File: config.mk
export PLATFORM = sky130hd
export DESIGN_NAME = load_store_unit_flat
export DESIGN_NICKNAME = d
export VERILOG_FILES = /design/src/rtl/lsu_pkg.sv /design/src/rtl/load_store_unit_if.sv /design/src/rtl/lsu_load_align.sv /design/src/rtl/load_store_unit.sv /design/src/flat_wrapper.sv
export SDC_FILE = /design/constraint.sdc
export NUM_CORES = 1
export LEC_CHECK = 0
export ABC_AREA = 1
export BUFFER_PORTS_ARGS = -buffer_cell sky130_fd_sc_hd__buf_2
export CAP_MARGIN = 15
export CORE_MARGIN = 3
export CORE_UTILIZATION = 52
export CTS_CLUSTER_SIZE = 40
export DETAILED_ROUTE_END_ITERATION = 10
export PLACE_DENSITY = 0.92
export SLEW_MARGIN = 20
export SYNTH_ARGS = -nofsm -noshare
export SYNTH_HDL_FRONTEND = slang
export SYNTH_SLANG_ARGS = --single-unit
File: constraint.sdc
create_clock -name clk -period 5.7 [get_ports clk]
set_input_delay 0 -clock clk [delete_from_list [all_inputs] [get_ports clk]]
set_output_delay 0 -clock clk [all_outputs]
set_load 0.005 [all_outputs]
File: src/rtl/lsu_pkg.sv
// Shared types and helpers for the load/store unit: funct3 codes, FSM encoding,
// access-size decode and byte-enable generation.
package lsu_pkg;

  localparam logic [2:0] F3_B  = 3'b000;
  localparam logic [2:0] F3_H  = 3'b001;
  localparam logic [2:0] F3_W  = 3'b010;
  localparam logic [2:0] F3_BU = 3'b100;
  localparam logic [2:0] F3_HU = 3'b101;

  typedef enum logic [1:0] {
    IDLE = 2'd0,
    REQ  = 2'd1,
    RESP = 2'd2,
    DONE = 2'd3
  } lsu_state_e;

  typedef enum logic [1:0] {
    SIZE_B = 2'd0,
    SIZE_H = 2'd1,
    SIZE_W = 2'd2
  } lsu_size_e;

  // Unused funct3 codes fall through to a full-word access.
  function automatic lsu_size_e f3_size(input logic [2:0] funct3);
    case (funct3)
      F3_B, F3_BU: return SIZE_B;
      F3_H, F3_HU: return SIZE_H;
      default:     return SIZE_W;
    endcase
  endfunction

  function automatic logic [3:0] size_be(input lsu_size_e size, input logic [1:0] lane);
    case (size)
      SIZE_B:  return 4'b0001 << lane;
      SIZE_H:  return 4'b0011 << {lane[1], 1'b0};
      default: return 4'b1111;
    endcase
  endfunction

endpackage

File: src/rtl/load_store_unit_if.sv
// Data-memory bus between the load/store unit (master) and memory (slave).
interface load_store_unit_if;
  logic        mem_req;
  logic        mem_we;
  logic [31:0] mem_addr;
  logic [3:0]  mem_be;
  logic [31:0] mem_wdata;
  logic        mem_gnt;
  logic        mem_rvalid;
  logic [31:0] mem_rdata;

  modport master (
    output mem_req, mem_we, mem_addr, mem_be, mem_wdata,
    input  mem_gnt, mem_rvalid, mem_rdata
  );

  modport slave (
    input  mem_req, mem_we, mem_addr, mem_be, mem_wdata,
    output mem_gnt, mem_rvalid, mem_rdata
  );
endinterface

File: src/rtl/lsu_load_align.sv
// Selects the addressed byte/halfword lane of a read word and sign- or zero-extends it.
module lsu_load_align
  import lsu_pkg::*;
(
  input  logic [31:0] rdata,
  input  logic [1:0]  addr,
  input  logic [2:0]  funct3,
  output logic [31:0] data
);

  logic [7:0]  byte_sel;
  logic [15:0] half_sel;

  always_comb begin
    unique case (addr)
      2'd0: byte_sel = rdata[7:0];
      2'd1: byte_sel = rdata[15:8];
      2'd2: byte_sel = rdata[23:16];
      2'd3: byte_sel = rdata[31:24];
    endcase
    half_sel = addr[1] ? rdata[31:16] : rdata[15:0];

    case (funct3)
      F3_B:    data = {{24{byte_sel[7]}}, byte_sel};
      F3_BU:   data = {24'b0, byte_sel};
      F3_H:    data = {{16{half_sel[15]}}, half_sel};
      F3_HU:   data = {16'b0, half_sel};
      default: data = rdata;
    endcase
  end

endmodule

File: src/rtl/load_store_unit.sv
// MEM stage: runs one load/store per request over the req/gnt/rvalid bus, places store
// lanes, extends load data and raises misalign / bus-timeout faults.
module load_store_unit
  import lsu_pkg::*;
#(
  parameter int unsigned BUS_TIMEOUT   = 255,
  parameter bit          MISALIGN_TRAP = 1'b1
) (
  input  logic                     clk,
  input  logic                     rst,
  input  logic                     ex_valid,
  input  logic                     ex_is_store,
  input  logic [2:0]               ex_funct3,
  input  logic [31:0]              ex_addr,
  input  logic [31:0]              ex_wdata,
  input  logic [4:0]               ex_rd,
  output logic                     lsu_busy,
  load_store_unit_if.master        mem,
  output logic                     wb_valid,
  output logic [4:0]               wb_rd,
  output logic [31:0]              wb_data,
  output logic                     misalign,
  output logic                     bus_err,
  output logic [31:0]              bad_addr
);

  localparam int unsigned CntW = (BUS_TIMEOUT > 1) ? $clog2(BUS_TIMEOUT) : 1;

  lsu_state_e  state_q;
  logic        is_store_q;
  logic [2:0]  funct3_q;
  logic [31:0] addr_q;
  logic [1:0]  lane_q;
  logic [3:0]  be_q;
  logic [31:0] wdata_q;
  logic [4:0]  rd_q;
  logic        req_q;
  logic [CntW-1:0] cnt_q;

  lsu_size_e   ex_size;
  logic [1:0]  ex_lane;
  logic [31:0] ex_lane_wdata;
  logic        ex_mis;
  logic        timeout_hit;
  logic [31:0] load_data;

  // Lane used on the bus is the naturally aligned one, which also implements forced alignment.
  always_comb begin
    ex_size       = f3_size(ex_funct3);
    ex_lane       = ex_addr[1:0];
    ex_lane_wdata = ex_wdata;
    ex_mis        = 1'b0;
    unique case (ex_size)
      SIZE_B: ex_lane_wdata = {4{ex_wdata[7:0]}};
      SIZE_H: begin
        ex_lane       = {ex_addr[1], 1'b0};
        ex_mis        = ex_addr[0];
        ex_lane_wdata = {2{ex_wdata[15:0]}};
      end
      default: begin
        ex_lane = 2'b00;
        ex_mis  = |ex_addr[1:0];
      end
    endcase
  end

  assign timeout_hit = (BUS_TIMEOUT != 0) && (cnt_q == CntW'(BUS_TIMEOUT - 1));

  lsu_load_align u_load_align (
    .rdata  (mem.mem_rdata),
    .addr   (lane_q),
    .funct3 (funct3_q),
    .data   (load_data)
  );

  always_ff @(posedge clk or posedge rst) begin
    if (rst) begin
      state_q    <= IDLE;
      is_store_q <= 1'b0;
      funct3_q   <= '0;
      addr_q     <= '0;
      lane_q     <= '0;
      be_q       <= '0;
      wdata_q    <= '0;
      rd_q       <= '0;
      req_q      <= 1'b0;
      cnt_q      <= '0;
      wb_valid   <= 1'b0;
      wb_rd      <= '0;
      wb_data    <= '0;
      misalign   <= 1'b0;
      bus_err    <= 1'b0;
      bad_addr   <= '0;
    end else begin
      wb_valid <= 1'b0;
      misalign <= 1'b0;
      bus_err  <= 1'b0;
      case (state_q)
        IDLE: begin
          if (ex_valid) begin
            is_store_q <= ex_is_store;
            funct3_q   <= ex_funct3;
            addr_q     <= ex_addr;
            lane_q     <= ex_lane;
            be_q       <= size_be(ex_size, ex_lane);
            wdata_q    <= ex_lane_wdata;
            rd_q       <= ex_rd;
            if (MISALIGN_TRAP && ex_mis) begin
              state_q  <= DONE;
              misalign <= 1'b1;
              bad_addr <= ex_addr;
            end else begin
              state_q <= REQ;
              req_q   <= 1'b1;
              cnt_q   <= '0;
            end
          end
        end
        REQ: begin
          // A same-cycle rvalid is stale: only the grant is taken here.
          if (mem.mem_gnt) begin
            state_q <= RESP;
            req_q   <= 1'b0;
            cnt_q   <= '0;
          end else if (timeout_hit) begin
            state_q  <= DONE;
            req_q    <= 1'b0;
            bus_err  <= 1'b1;
            bad_addr <= addr_q;
          end else begin
            cnt_q <= cnt_q + 1'b1;
          end
        end
        RESP: begin
          if (mem.mem_rvalid) begin
            state_q <= DONE;
            if (!is_store_q) begin
              wb_valid <= 1'b1;
              wb_rd    <= rd_q;
              wb_data  <= load_data;
            end
          end else if (timeout_hit) begin
            state_q  <= DONE;
            bus_err  <= 1'b1;
            bad_addr <= addr_q;
          end else begin
            cnt_q <= cnt_q + 1'b1;
          end
        end
        DONE:    state_q <= IDLE;
        default: state_q <= IDLE;
      endcase
    end
  end

  assign lsu_busy      = (state_q != IDLE);
  assign mem.mem_req   = req_q;
  assign mem.mem_we    = is_store_q;
  assign mem.mem_addr  = {addr_q[31:2], 2'b00};
  assign mem.mem_be    = be_q;
  assign mem.mem_wdata = wdata_q;

endmodule

File: src/flat_wrapper.sv
// flat-port wrapper written by rule: the top's interface ports become plain ports
module load_store_unit_flat import lsu_pkg::*;
#(
  parameter int unsigned BUS_TIMEOUT   = 255,
  parameter bit          MISALIGN_TRAP = 1'b1
)
  (clk, rst, ex_valid, ex_is_store, ex_funct3, ex_addr, ex_wdata, ex_rd, lsu_busy, wb_valid, wb_rd, wb_data, misalign, bus_err, bad_addr, mem_mem_req, mem_mem_we, mem_mem_addr, mem_mem_be, mem_mem_wdata, mem_mem_gnt, mem_mem_rvalid, mem_mem_rdata);
  load_store_unit_if mem_i ();
  input  logic clk;
  input  logic rst;
  input  logic ex_valid;
  input  logic ex_is_store;
  input  logic [2:0] ex_funct3;
  input  logic [31:0] ex_addr;
  input  logic [31:0] ex_wdata;
  input  logic [4:0] ex_rd;
  output logic lsu_busy;
  output logic wb_valid;
  output logic [4:0] wb_rd;
  output logic [31:0] wb_data;
  output logic misalign;
  output logic bus_err;
  output logic [31:0] bad_addr;
  output wire logic [$bits(mem_i.mem_req)-1:0] mem_mem_req;
  output wire logic [$bits(mem_i.mem_we)-1:0] mem_mem_we;
  output wire logic [$bits(mem_i.mem_addr)-1:0] mem_mem_addr;
  output wire logic [$bits(mem_i.mem_be)-1:0] mem_mem_be;
  output wire logic [$bits(mem_i.mem_wdata)-1:0] mem_mem_wdata;
  input wire logic [$bits(mem_i.mem_gnt)-1:0] mem_mem_gnt;
  input wire logic [$bits(mem_i.mem_rvalid)-1:0] mem_mem_rvalid;
  input wire logic [$bits(mem_i.mem_rdata)-1:0] mem_mem_rdata;
  assign mem_mem_req = mem_i.mem_req;
  assign mem_mem_we = mem_i.mem_we;
  assign mem_mem_addr = mem_i.mem_addr;
  assign mem_mem_be = mem_i.mem_be;
  assign mem_mem_wdata = mem_i.mem_wdata;
  assign mem_i.mem_gnt = mem_mem_gnt;
  assign mem_i.mem_rvalid = mem_mem_rvalid;
  assign mem_i.mem_rdata = mem_mem_rdata;
  load_store_unit #(.BUS_TIMEOUT(BUS_TIMEOUT), .MISALIGN_TRAP(MISALIGN_TRAP)) u_core (.clk(clk), .rst(rst), .ex_valid(ex_valid), .ex_is_store(ex_is_store), .ex_funct3(ex_funct3), .ex_addr(ex_addr), .ex_wdata(ex_wdata), .ex_rd(ex_rd), .lsu_busy(lsu_busy), .mem(mem_i), .wb_valid(wb_valid), .wb_rd(wb_rd), .wb_data(wb_data), .misalign(misalign), .bus_err(bus_err), .bad_addr(bad_addr));
endmodule
==> results list, run 1 <==
* Outcome: finished, final reports clean
- At the worst endpoint, the required time is 5.97 ns.
- # setup viols final: 0
- Synthesis instantiated 32 different standard cells from the library.
* Overall power: between 6000 and 7000 uW
- Global placement routability congestion: 0.890
- DR top layer: met4
* Wire length per cell: about 17 um
* Ratio of total power to cell area: roughly 550 nW/um^2
* Number of cells produced by synthesis: 1007
* Post-detailed-route via-to-cell ratio: ~5.6
- Met2 layer wire length in the routed design: ~13 mm
- In this run the tightest slew margin relative to its limit is 29.2%.
- Number of antenna violations at the first check in global routing: 2
- Via count: 8554
- RSZ-0062 raised after global routing: no
- In this run, the number of DRC markers left after iteration 0 of detailed routing was between 1000 and 1500.
- Number of top-level design ports: 253
- All-layer global routing usage: ~31%
- The HPWL after detailed placement is 15.0 mm.
- Yosys Warn Count: 0
- Port buffer count: 250
- Data on the critical path arrives at its endpoint at just over 4 ns.
- For this run, the detailed router's first-pass iteration total came to 7.
* Synth Register Bits: 162
- Buffer type at the clock tree root: sky130_fd_sc_hd__clkbuf_16
- The H-tree was split into 4 levels.
- The later pin in the worst-skew pair is clocked with a latency of roughly 0.42 ns.
- Wire segments on met3 add up to roughly 2.4 mm in the final route.
- Die ar.: approximately 17000 um^2
- Layout Area Growth over Synthesis: 36.7%
* Area of the mapped netlist: 8090 um^2
- At the placement stage, the worst setup path has a slack of slightly below 2 ns.
- Counting the buffers created by CTS gives 17.
* Initial core utilization: a little over half
- The hold violation count in the final report came to 0.
- The first global-routing pass estimated about 42 mm of wire.
* Number of global-route vias before repair: between 8000 and 9000
- Summing all multi-input logic gate instances after layout gives between 3000 and 4000 um^2.
- Clock tree from TritonCTS: yes
- Worst hold path stage count: 7
- Setup total negative slack on the finished layout was measured at 0 ns.
- Final number of max-transition violations: 0
* Number of filler cells placed in the layout: roughly 960
- Summed over all layers, the global routing overflow is 0.
- The floorplan has 44 rows.
- Width of the die: between 100 and 150 um
- Max-cap violations in this run came to 0.
- Leak Pwr: 0.00589 uW
* Post-place instance area: between 9000 and 10000 um^2
- Minimum clock period after layout: 3.86 ns
- Worst Setup Path Type: flip-flop to flip-flop
- Die height: ~130 um
- Least-Margin Pin Slew: about 1.1 ns
- Along the worst path, the maximum fanout reaches 109.
* Mapped Avg Cell Area: between 8 and 9 um^2
- Setup slack on the worst reg-to-reg path comes out at around 1.8 ns.
* Ratio of cells with drive above 1 in the final layout: between 20% and 30%
- Min-delay worst type: primary input to flip-flop
- Max Freq: ~260 MHz
* Pin count of the biggest net entering global routing: 110
- Cell area after layout: about 11000 um^2
* Remaining DRCs: 0
- Core region area: ~15000 um^2
* Deepest clock path buffer count: 2
- The worst setup path is launched from a flip-flop.
- Met1 layer wirelength in the final routing: slightly below 10 mm
- The detail route stage leaves a number of antenna-violating nets equal to 0.
- The final layout contains roughly 1500 nets.
- Worst setup EP type: flip-flop
* Detailed-route wire length: between 20 and 30 mm
* Worst hold path endpoint: u_core.state_q[1]
* Reg2reg end: u_core.bad_addr[4]
- In the final layout, flip-flops and latches occupy between 4000 and 5000 um^2.
* Startpoint of the lowest-slack register-to-register path: u_core.state_q[1]
- Post-layout worst setup margin: 1.84 ns
* Clock-pin slew on the worst setup and hold paths: roughly 0.070 ns
- Summing the sequential cell areas from Yosys gives about half of the chip area.
- The worst register-to-register path has a depth of 9.
- Total clock sinks: about 160
- Setup fix buffers added after clock tree synthesis: 0
* Max Clock Skew: 0.0108 ns
* Hold path start: mem_mem_gnt
* Share of the clock period used by the worst path: 67.7%
- In this run, post-CTS hold repair placed ~130 buffers.
- Post-cts repair resize count: 0
- Worst vdd rail ir drop: approximately 0.42 mV
-- state kept, by name (all words and copies together) (netlist names), 2 cells and up --
signal / cells
u_core.addr_q: 32
u_core.bad_addr: 32
u_core.mem.mem_wdata: 32
u_core.wb_data: 32
u_core.cnt_q: 8
u_core.rd_q: 5
u_core.wb_rd: 5
u_core.mem.mem_be: 4
u_core.funct3_q: 3
u_core.lane_q: 2
u_core.state_q: 2
-- cell families after synthesis --
family | Yosys count | share of synthesized area, %
flip-flops | 162 | 50.1
AND/OR/NAND/NOR | 419 | 21.8
other | 1 | 0.0463
adder cells (fa/ha/maj) | 7 | 1.08
buffers and inverters | 183 | 10.7
AO/OA/AOI/OAI | 235 | 16.3
-- cell usage after synthesis --
library cell | instances | share of area [%]
sky130_fd_sc_hd__a21oi_1 | 64 | 4.0
sky130_fd_sc_hd__a21oi_2 | 1 | 0.11
sky130_fd_sc_hd__a31oi_1 | 8 | 0.62
sky130_fd_sc_hd__buf_1 | 2 | 0.093
sky130_fd_sc_hd__buf_2 | 10 | 0.62
sky130_fd_sc_hd__buf_4 | 32 | 3.0
sky130_fd_sc_hd__buf_6 | 6 | 0.83
sky130_fd_sc_hd__clkbuf_1 | 29 | 1.3
sky130_fd_sc_hd__clkinv_1 | 1 | 0.046
sky130_fd_sc_hd__conb_1 | 1 | 0.046
sky130_fd_sc_hd__dfrtp_1 | 162 | 50
sky130_fd_sc_hd__ha_1 | 7 | 1.1
sky130_fd_sc_hd__inv_1 | 98 | 4.5
sky130_fd_sc_hd__inv_2 | 5 | 0.23
sky130_fd_sc_hd__nand2_1 | 283 | 13
sky130_fd_sc_hd__nand2_2 | 12 | 0.93
sky130_fd_sc_hd__nand2_4 | 2 | 0.28
sky130_fd_sc_hd__nand3_1 | 43 | 2.7
sky130_fd_sc_hd__nand3_2 | 1 | 0.12
sky130_fd_sc_hd__nand3_4 | 1 | 0.22
sky130_fd_sc_hd__nand3b_1 | 2 | 0.19
sky130_fd_sc_hd__nand4_1 | 1 | 0.077
sky130_fd_sc_hd__nor2_1 | 54 | 2.5
sky130_fd_sc_hd__nor2_2 | 1 | 0.077
sky130_fd_sc_hd__nor2_4 | 2 | 0.28
sky130_fd_sc_hd__o211ai_1 | 3 | 0.28
sky130_fd_sc_hd__o21ai_0 | 123 | 7.6
sky130_fd_sc_hd__o21ai_1 | 2 | 0.12
sky130_fd_sc_hd__o21ai_2 | 32 | 3.5
sky130_fd_sc_hd__o21bai_1 | 1 | 0.093
sky130_fd_sc_hd__o22ai_1 | 1 | 0.077
sky130_fd_sc_hd__or2_2 | 17 | 1.3
-- power breakdown --
group | switching, uW | internal, uW
clock | 455 | 723
sequential | 367 | 1690
combinational | 1760 | 1140
-- through the flow --
step | utilization (%) | cells | hold slack, ns
after floorplan | - | 1008 | 0.0825
after global placement | 61.5 | 1367 | 0.195
after detailed placement | 61.5 | 1367 | 0.202
after CTS | 74.4 | 1529 | 0.0371
after global routing | 74.4 | 1531 | 0.0932
final | 74.4 | 1531 | 0.0497
-- worst max path at each step --
stage	start	to	slack, ns	depth (start not counted)
6_report	u_core.state_q[1]	u_core.bad_addr[4]	1.84	9
5_1_grt	u_core.state_q[0]	u_core.bad_addr[4]	1.55	9
4_1_cts	u_core.state_q[1]	u_core.bad_addr[14]	1.90	9
3_5_place_dp	u_core.state_q[1]	u_core.bad_addr[14]	1.95	9
3_3_place_gp	u_core.state_q[1]	u_core.bad_addr[11]	2.14	9
2_1_floorplan	rst	u_core.addr_q[0]	1.32	1
-- worst max-delay path, cell delays in order (launching register included) --
cell and delay (ns):
sky130_fd_sc_hd__dfrtp_1 0.41, sky130_fd_sc_hd__inv_1 0.14, sky130_fd_sc_hd__ha_1 0.29, sky130_fd_sc_hd__nand2_4 0.60, sky130_fd_sc_hd__inv_2 0.81, sky130_fd_sc_hd__a21oi_1 0.16
sky130_fd_sc_hd__nor2_4 0.14, sky130_fd_sc_hd__nand3_4 0.68, sky130_fd_sc_hd__nand2_1 0.34, sky130_fd_sc_hd__o21ai_2 0.08
-- layer usage --
layer,GRT usage (%),up-vias
met5,0,-
met4,17.8,0
met3,7.68,168
met2,52.3,653
met1,36.5,3897
li1,-,3836
-- cell type report --
type / count / share of cell area, %
clock inverter: 8 / 1.13
tap: 184 / 2.08
antenna: 2 / 0.0452
sequential: 162 / 36.6
timing repair buffer: 385 / 23.4
clock buffer: 23 / 4.32
multi-input combinational: 663 / 28.8
inverter: 104 / 3.57
-- cells in the final DEF, fill, tap and decap left out, types with 3 or more instances in the layout --
master,n
sky130_fd_sc_hd__inv_1,96
sky130_fd_sc_hd__bufinv_16,3
sky130_fd_sc_hd__inv_2,5
sky130_fd_sc_hd__nand2_1,283
sky130_fd_sc_hd__a21oi_1,64
sky130_fd_sc_hd__nand3_1,43
sky130_fd_sc_hd__buf_4,4
sky130_fd_sc_hd__buf_2,250
sky130_fd_sc_hd__nand2_2,11
sky130_fd_sc_hd__o211ai_1,3
sky130_fd_sc_hd__a31oi_1,8
sky130_fd_sc_hd__clkbuf_16,17
sky130_fd_sc_hd__or2_2,17
sky130_fd_sc_hd__clkbuf_1,3
sky130_fd_sc_hd__o21ai_2,32
sky130_fd_sc_hd__ha_1,7
sky130_fd_sc_hd__nand2_4,3
sky130_fd_sc_hd__dlygate4sd3_1,131
sky130_fd_sc_hd__nor2_1,54
sky130_fd_sc_hd__clkbuf_8,3
sky130_fd_sc_hd__o21ai_0,123
sky130_fd_sc_hd__dfrtp_1,162
(Power assumes the default switching activity.)
==> run 2: changes to the inputs <==
ABC_AREA = 0   (was 1)
CORE_UTILIZATION = 47   (was 52)
PLACE_DENSITY = 0.88   (was 0.92)
clock period = 3.2 ns   (was 5.7 ns; I/O delays follow)
==> run 2 against run 1 <==
Register-to-register slack worse by 1.1 ns. Critical path depth is 3 lower. Clock skew is 0.0011 ns lower. Worst setup slack worse by 1.1 ns. Cell count is 18% lower. Global-route usage is 5.8 points lower. Worst hold slack better by 0.0055 ns. Synthesized area is 0.60% lower. Critical endpoint is now u_core.bad_addr[25]. Synthesized cell count is 30% lower.
==> results list, run 2 <==
* Depth of the most critical reg-to-reg path: 6
* Inserted Clock Buffers: 17
- Deepest clock path buffer count: 2
- A synthesized cell averages between 10 and 15 um^2.
- All-layer global routing usage: between 20% and 30%
- For this run, the detailed router's first-pass iteration total came to 5.
* Portion of synthesized cell area occupied by the leading cell type: 50.4%
- The library cell used most frequently in the layout, excluding fill and tap cells, is sky130_fd_sc_hd__buf_2.
- RSZ-0062 raised after global routing: no
- Pin count of the biggest net entering global routing: approximately 160
- The tightest min-delay check is of the primary input to flip-flop type.
- Fraction of synthesis flops using an asynchronous set or reset pin: between 90% and 100%
- Number of violations of the max-capacitance limit: 0
* Worst hold path stage count: 4
- Initial core utilization: a little under 50%
- Yosys Warn Count: 0
- # setup viols final: 0
* Setup fix buffers added after clock tree synthesis: 0
* Port buffer count: 250
* Final number of max-transition violations: 0
- The number of buffers and inverters on the critical path is 1.
- Number of filler cells placed in the layout: between 1000 and 1500
- Max Clock Skew: between 0.009 and 0.01 ns
* Arrival time of the worst setup path: roughly 2.8 ns
- The clock reaches the later pin of the worst-skew pair after around 0.42 ns.
* Post-cts repair resize count: 0
- Detailed-route wire length: between 20 and 25 mm
- Row Count: 47
- Reg2reg end: u_core.bad_addr[25]
* Iteration-0 DRC Markers: 318
- The hold violation count in the final report came to 0.
* # nets final: roughly 1100
* Wire length per cell: 18.8 um
- The area growth from synthesis to layout is 35.5%.
- The critical path is of the flip-flop to flip-flop type.
- On the critical path the largest part of the delay comes from compound AO/OA/AOI/OAI gates.
- Among all flip-flop cells after synthesis, the most frequent one is sky130_fd_sc_hd__dfrtp_1.
* Max Freq: approximately 410 MHz
- The worst path in the final design needs a cycle of 2.45 ns, including I/O delays and setup.
* Number of antenna violations at the first check in global routing: 3
- Critical Path Start: u_core.state_q[1]
- Total clock sinks: 162
* Via count: 6760
- In this run the standard cell core region covers around 17000 um^2.
- The via count of the first global-routing pass was 6994.
- In this run the critical register-to-register path is launched from u_core.state_q[1].
- Once placement finished, the instance area stood at about 9000 um^2.
- Antenna Violating Nets Remaining: 0
- The mapped netlist covers 8040 um^2.
* Area leader, netlist: sky130_fd_sc_hd__dfrtp_1
* Crit path largest cell delay: between 0.5 and 0.6 ns
* Ratio of cells with drive above 1 in the final layout: around two fifths
- On the critical path, the stage with the largest delay is an instance of sky130_fd_sc_hd__a221o_4.
* Global-route wire length before repair: 36.9 mm
- Leak Pwr: 0.00537 uW
* Cell area after layout: approximately 11000 um^2
- Global placement routability congestion: 0.860
- In this run the power density over the cells is 945 nW/um^2.
- 253 I/O pins were placed.
- Share of the clock period used by the worst path: 76.5%
* Reg2reg setup slack: ~0.75 ns
- Cell types occupying the most area after synthesis: sky130_fd_sc_hd__dfrtp_1, sky130_fd_sc_hd__mux2_2, sky130_fd_sc_hd__mux2_4
- CTS built an H-tree with a depth of 4.
- Data required time at the worst endpoint: 3.51 ns
- Area of the multi-input gates: between 3000 and 4000 um^2
- Outcome: finished, final reports clean
- The die covers 18700 um^2.
- Number of cells produced by synthesis: roughly 700
- TritonCTS built the clock tree.
- Following the worst setup path forward leads to its endpoint at u_core.bad_addr[25].
- Levels on crit path: 6
- Worst vdd rail ir drop: 0.587 mV
- Final global-route overflow total: 0
- Using the TritonRoute via totals, the vias-per-cell ratio works out to approximately 5.4.
* Worst setup EP type: flip-flop
- Cell with the most instances after synthesis: sky130_fd_sc_hd__dfrtp_1
* Max Fanout on Critical Path: 32
* Synth cell count leaders: sky130_fd_sc_hd__dfrtp_1, sky130_fd_sc_hd__mux2_2, sky130_fd_sc_hd__nand2_1
- Least-Margin Pin Slew: between 1 and 1.5 ns
* Width of the die: about 140 um
- The worst setup path is launched from a flip-flop.
- For the final routed database, the setup TNS stands at 0 ns.
- For this run, the register share of the synthesized area comes to between 50% and 60%.
* Post-synth EDFFs: 0
* Remaining DRCs: 0
* Clock-pin slew on the worst setup and hold paths: 0.07 ns
* Cells along the critical path: inv_1 > ha_1 > nand2b_1 > a221o_1 > a221o_4 > mux2_4
- The library cells used most frequently in the layout, excluding fill and tap cells, are sky130_fd_sc_hd__buf_2, sky130_fd_sc_hd__dfrtp_1, sky130_fd_sc_hd__dlygate4sd3_1.
- Half-perimeter wire length after detailed placement: 14.4 mm
* Relative slew slack: a little under a third
- Yosys mapped the design onto 56 distinct sky130hd cell types.
- Register cell area after layout: 4050 um^2
* Synth Register Bits: approximately 160
- The cell sitting at the root of the clock tree is a sky130_fd_sc_hd__clkbuf_16.
- Die height: ~140 um
run 2: cell types whose count changed after synthesis, sizes merged, moves of 9 or more:
cell	before	now
nand2	297	75
o21ai	157	40
mux2	0	113
inv	103	11
a21oi	65	11
mux2i	0	37
nor2	57	31
nand2b	0	16
or2	17	2
nor3b	0	10
a211oi	0	9
nor3	0	9
run 2: cells by family (layout without fill, tap and decap cells):
logic type,count (synthesis),in the layout,share of synthesized area [%]
adder cells (fa/ha/maj),7,7,1.09
AND/OR/NAND/NOR,199,199,12.0
other,1,5,0.0466
multiplexers,151,151,22.1
buffers and inverters,85,415,6.47
flip-flops,162,162,50.4
AO/OA/AOI/OAI,98,98,7.90
run 2: layer usage:
layer,share of wire [%],vias to the layer above,GRT usage (%)
met4,2.9,0,10.6
li1,-,3076,-
met1,39,3261,30.1
met5,0,-,0
met2,49,366,43.0
met3,9.0,57,7.57
run 2: timing repair:
item	CTS	global route
setup endpoints to repair	0	0
hold buffers	113	0
hold endpoints to repair	303	0
run 2: per-stage QoR:
stage	total power, uW	std cells	util [%]	hold slack (ns)	setup WS, ns
floorplan	6920	704	-	0.136	0.985
global placement	7920	1110	55.2	0.236	0.858
detailed placement	8130	1110	55.2	0.240	0.776
CTS	10200	1254	65.4	0.0301	0.764
global route	10900	1257	65.5	0.0712	0.562
finish	10300	1257	65.5	0.0552	0.751
run 2: layout make-up:
type / count / area share (%)
repair buffers: 373 / 22.7
multi-input cells: 457 / 31.9
inverters: 11 / 0.413
diodes: 3 / 0.0689
well taps: 220 / 2.53
clock inverters: 13 / 1.15
clock buffers: 18 / 4.03
flip-flops and latches: 162 / 37.2
run 2: worst min-delay path by stage:
stage,startpoint,endpoint,slack (ns)
after floorplan,ex_addr[0],u_core.lane_q[0],0.14
after global placement,ex_is_store,u_core.mem.mem_we,0.24
after detailed placement,ex_is_store,u_core.mem.mem_we,0.24
after CTS,ex_funct3[1],u_core.misalign,0.03
after global routing,ex_funct3[1],u_core.misalign,0.07
final,ex_funct3[1],u_core.misalign,0.06
run 2: worst register-to-register path: stages, from the launching register on:
cell	delay, ns
sky130_fd_sc_hd__dfrtp_1	0.42
sky130_fd_sc_hd__inv_1	0.10
sky130_fd_sc_hd__ha_1	0.29
sky130_fd_sc_hd__nand2b_1	0.18
sky130_fd_sc_hd__a221o_1	0.33
sky130_fd_sc_hd__a221o_4	0.58
sky130_fd_sc_hd__mux2_4	0.43
run 2: report_power, final:
group | switching, uW | internal (uW)
Sequential | 655 | 3010
Combinational | 2170 | 2490
Clock | 876 | 1100
==> run 3: changes to the inputs <==
clock period = 2.2 ns   (was 3.2 ns; I/O delays follow)
==> run 3 against run 2 <==
Cell count increased by 1.6%. Combinational power is 60% higher. Routed wire length up 6.2%. Clock skew barely moved.
==> results list, run 3 (synthesis results as in run 2) <==
- Outcome: finished, final reports clean
- The floorplan step set the die height to between 100 and 150 um.
- Worst Setup Path Type: flip-flop to flip-flop
- In this run, CTS created clock tree buffers numbering 17.
* Initial core utilization: 48.3%
- Min-delay worst type: primary input to flip-flop
- After floorplanning, the core was sized to cover 16600 um^2.
* Share of the clock period used by the worst path: between 90% and 100%
* Clock tree from TritonCTS: yes
* # nets final: ~1200
- Half-perimeter wire length after detailed placement: 15.4 mm
- Number of global-route vias before repair: between 7000 and 8000
- Hold path start: ex_funct3[1]
* Clock-pin slew on the worst setup and hold paths: ~0.07 ns
- H-tree depth reported by CTS: 4
- Remaining DRCs: 0
- For this block, the via count after detailed routing is 7003.
* Antenna Cells: 0
- Global placement routability congestion: around 0.86
- Width of the die: ~140 um
- Pin count of the biggest net entering global routing: 96
- Worst hold path stage count: 4
- Most common cell after layout, fill and taps aside: sky130_fd_sc_hd__buf_2
* Number of violations of the max-capacitance limit: 0
- Final number of max-transition violations: 0
- Leak Pwr: around 0.0055 uW
- For the worst setup path, the data arrival time is approximately 2.5 ns.
* Worst hold path endpoint: u_core.misalign
- The clock passes through at most 2 buffers.
- Global-route wire length before repair: 38.5 mm
- For this block, the routed nets add up to about 25 mm of wire.
- Setup violations remaining at the end of the flow were counted as 0.
- STA classifies the critical path startpoint as a flip-flop.
- Number of filler cells placed in the layout: between 1000 and 1500
- Commonest cells after routing, fill and taps aside: sky130_fd_sc_hd__buf_2, sky130_fd_sc_hd__dfrtp_1, sky130_fd_sc_hd__dlygate4sd3_1
- Startpoint of the lowest-slack register-to-register path: u_core.state_q[1]
- The hold violation count in the final report came to 0.
- Number of detailed-route iterations in the first pass: 7
- For the worst flop-to-flop path, the logic depth is 7.
* Worst vdd rail ir drop: roughly 0.9 mV
- Clock tree synthesis found a total of 162 sinks.
- In this run the register-to-register setup slack is around 0.043 ns.
- For this design the ratio of total power to cell area is approximately 1400 nW/um^2.
- Worst setup EP type: flip-flop
- Die ar.: between 15000 and 20000 um^2
- Least-Margin Pin Slew: between 0.6 and 0.7 ns
* Max Freq: ~460 MHz
* Post-place instance area: about 9400 um^2
- Relative slew slack: between 50% and 60%
- Clock insertion delay at the later pin of the skew report: roughly 0.42 ns
- The clock period could shrink to 2.16 ns.
- The sequential cells in the finished layout cover a total of 4050 um^2.
* Port buffer count: 250
* Data required time at the worst endpoint: 2.50 ns
- Core Util, Final: 66.9%
* Number of top-level design ports: between 200 and 300
* Wire length per cell: a little under 20 um
- Final global-route overflow total: 0
- Layout Area Growth over Synthesis: 38.4%
- Buffer type at the clock tree root: sky130_fd_sc_hd__clkbuf_16
- The count of nets left with antenna violations once routing finished came out at 0.
- For the final database, setup skew stands at approximately 0.01 ns.
* Post-detailed-route via-to-cell ratio: 5.48
- Reg2reg end: u_core.bad_addr[21]
* Max Fanout on Critical Path: 8
* Cell area after layout: 11100 um^2
* Number of antenna violations at the first check in global routing: 0
- Ratio of cells with drive above 1 in the final layout: between 40% and 50%
- Global routing used 26.5% of the available tracks.
- The floorplan has 47 rows.
* Iteration-0 DRC Markers: slightly above 400
* Area of the multi-input gates: 3500 um^2
==> run 3: area by class of cell <==
cell class              count  share of cell area, %
repair buffers            395                   24.2
clock inverters            12                   1.10
inverters                  11                  0.405
clock buffers              20                   3.92
flip-flops and latches    162                   36.4
multi-input cells         457                   31.4
well taps                 220                   2.47
==> run 3: power breakdown <==
part	switching, uW	internal [uW]
sequential	921	4380
combinational	3450	4000
clock	1270	1590
==> run 3: worst max-delay path by stage <==
stage / slack [ns] / endpoint / cells after the start / startpoint
after CTS: 0.009 / u_core.bad_addr[26] / 7 / u_core.cnt_q[0]
final: 0.04 / u_core.bad_addr[21] / 7 / u_core.state_q[1]
after global placement: 0.03 / u_core.bad_addr[22] / 7 / u_core.state_q[0]
after global routing: -0.002 / u_core.bad_addr[14] / 7 / u_core.state_q[1]
after floorplan: 0.002 / u_core.bad_addr[0] / 8 / u_core.state_q[1]
after detailed placement: -0.04 / u_core.bad_addr[26] / 7 / u_core.state_q[0]
==> run 3: worst max-delay path, stage by stage (launching register included) <==
cell and delay [ns]:
sky130_fd_sc_hd__dfrtp_1 0.39, sky130_fd_sc_hd__inv_2 0.08, sky130_fd_sc_hd__ha_4 0.18, sky130_fd_sc_hd__nand2b_1 0.13, sky130_fd_sc_hd__a221o_1 0.33, sky130_fd_sc_hd__a221o_4 0.43, sky130_fd_sc_hd__clkbuf_16 0.20, sky130_fd_sc_hd__mux2_4 0.29
==> run 3: metal layers <==
layer  vias to the layer above  GRT usage (%)  part of all wire [%]
met5                         -              0                     0
met4                         0           12.6                   3.8
met3                        87           7.17                   8.4
met2                       398           45.5                    50
met1                      3380           30.7                    38
li1                       3138              -                     -
==> run 3: per-stage QoR <==
stage	hold WS [ns]	total power (uW)	cells	setup TNS [ns]	setup slack (ns)
2_1_floorplan	0.136	10100	704	0	0.00173
3_3_place_gp	0.124	11800	1133	0	0.0317
3_5_place_dp	0.132	12100	1133	-0.708	-0.0408
4_1_cts	0.0315	15200	1274	0	0.00925
5_1_grt	0.0591	16500	1277	-0.00162	-0.00162
6_report	0.0614	15600	1277	0	0.0425
==> run 3: what timing repair did <==
item                                    4_1_cts  5_1_grt
buffers inserted                              0        1
hold endpoints to repair                    159        0
hold buffers                                109        0
endpoints found under the setup margin       31       52
gates cloned                                  0        2
resized for setup                             1        6
pin swaps                                     0        1
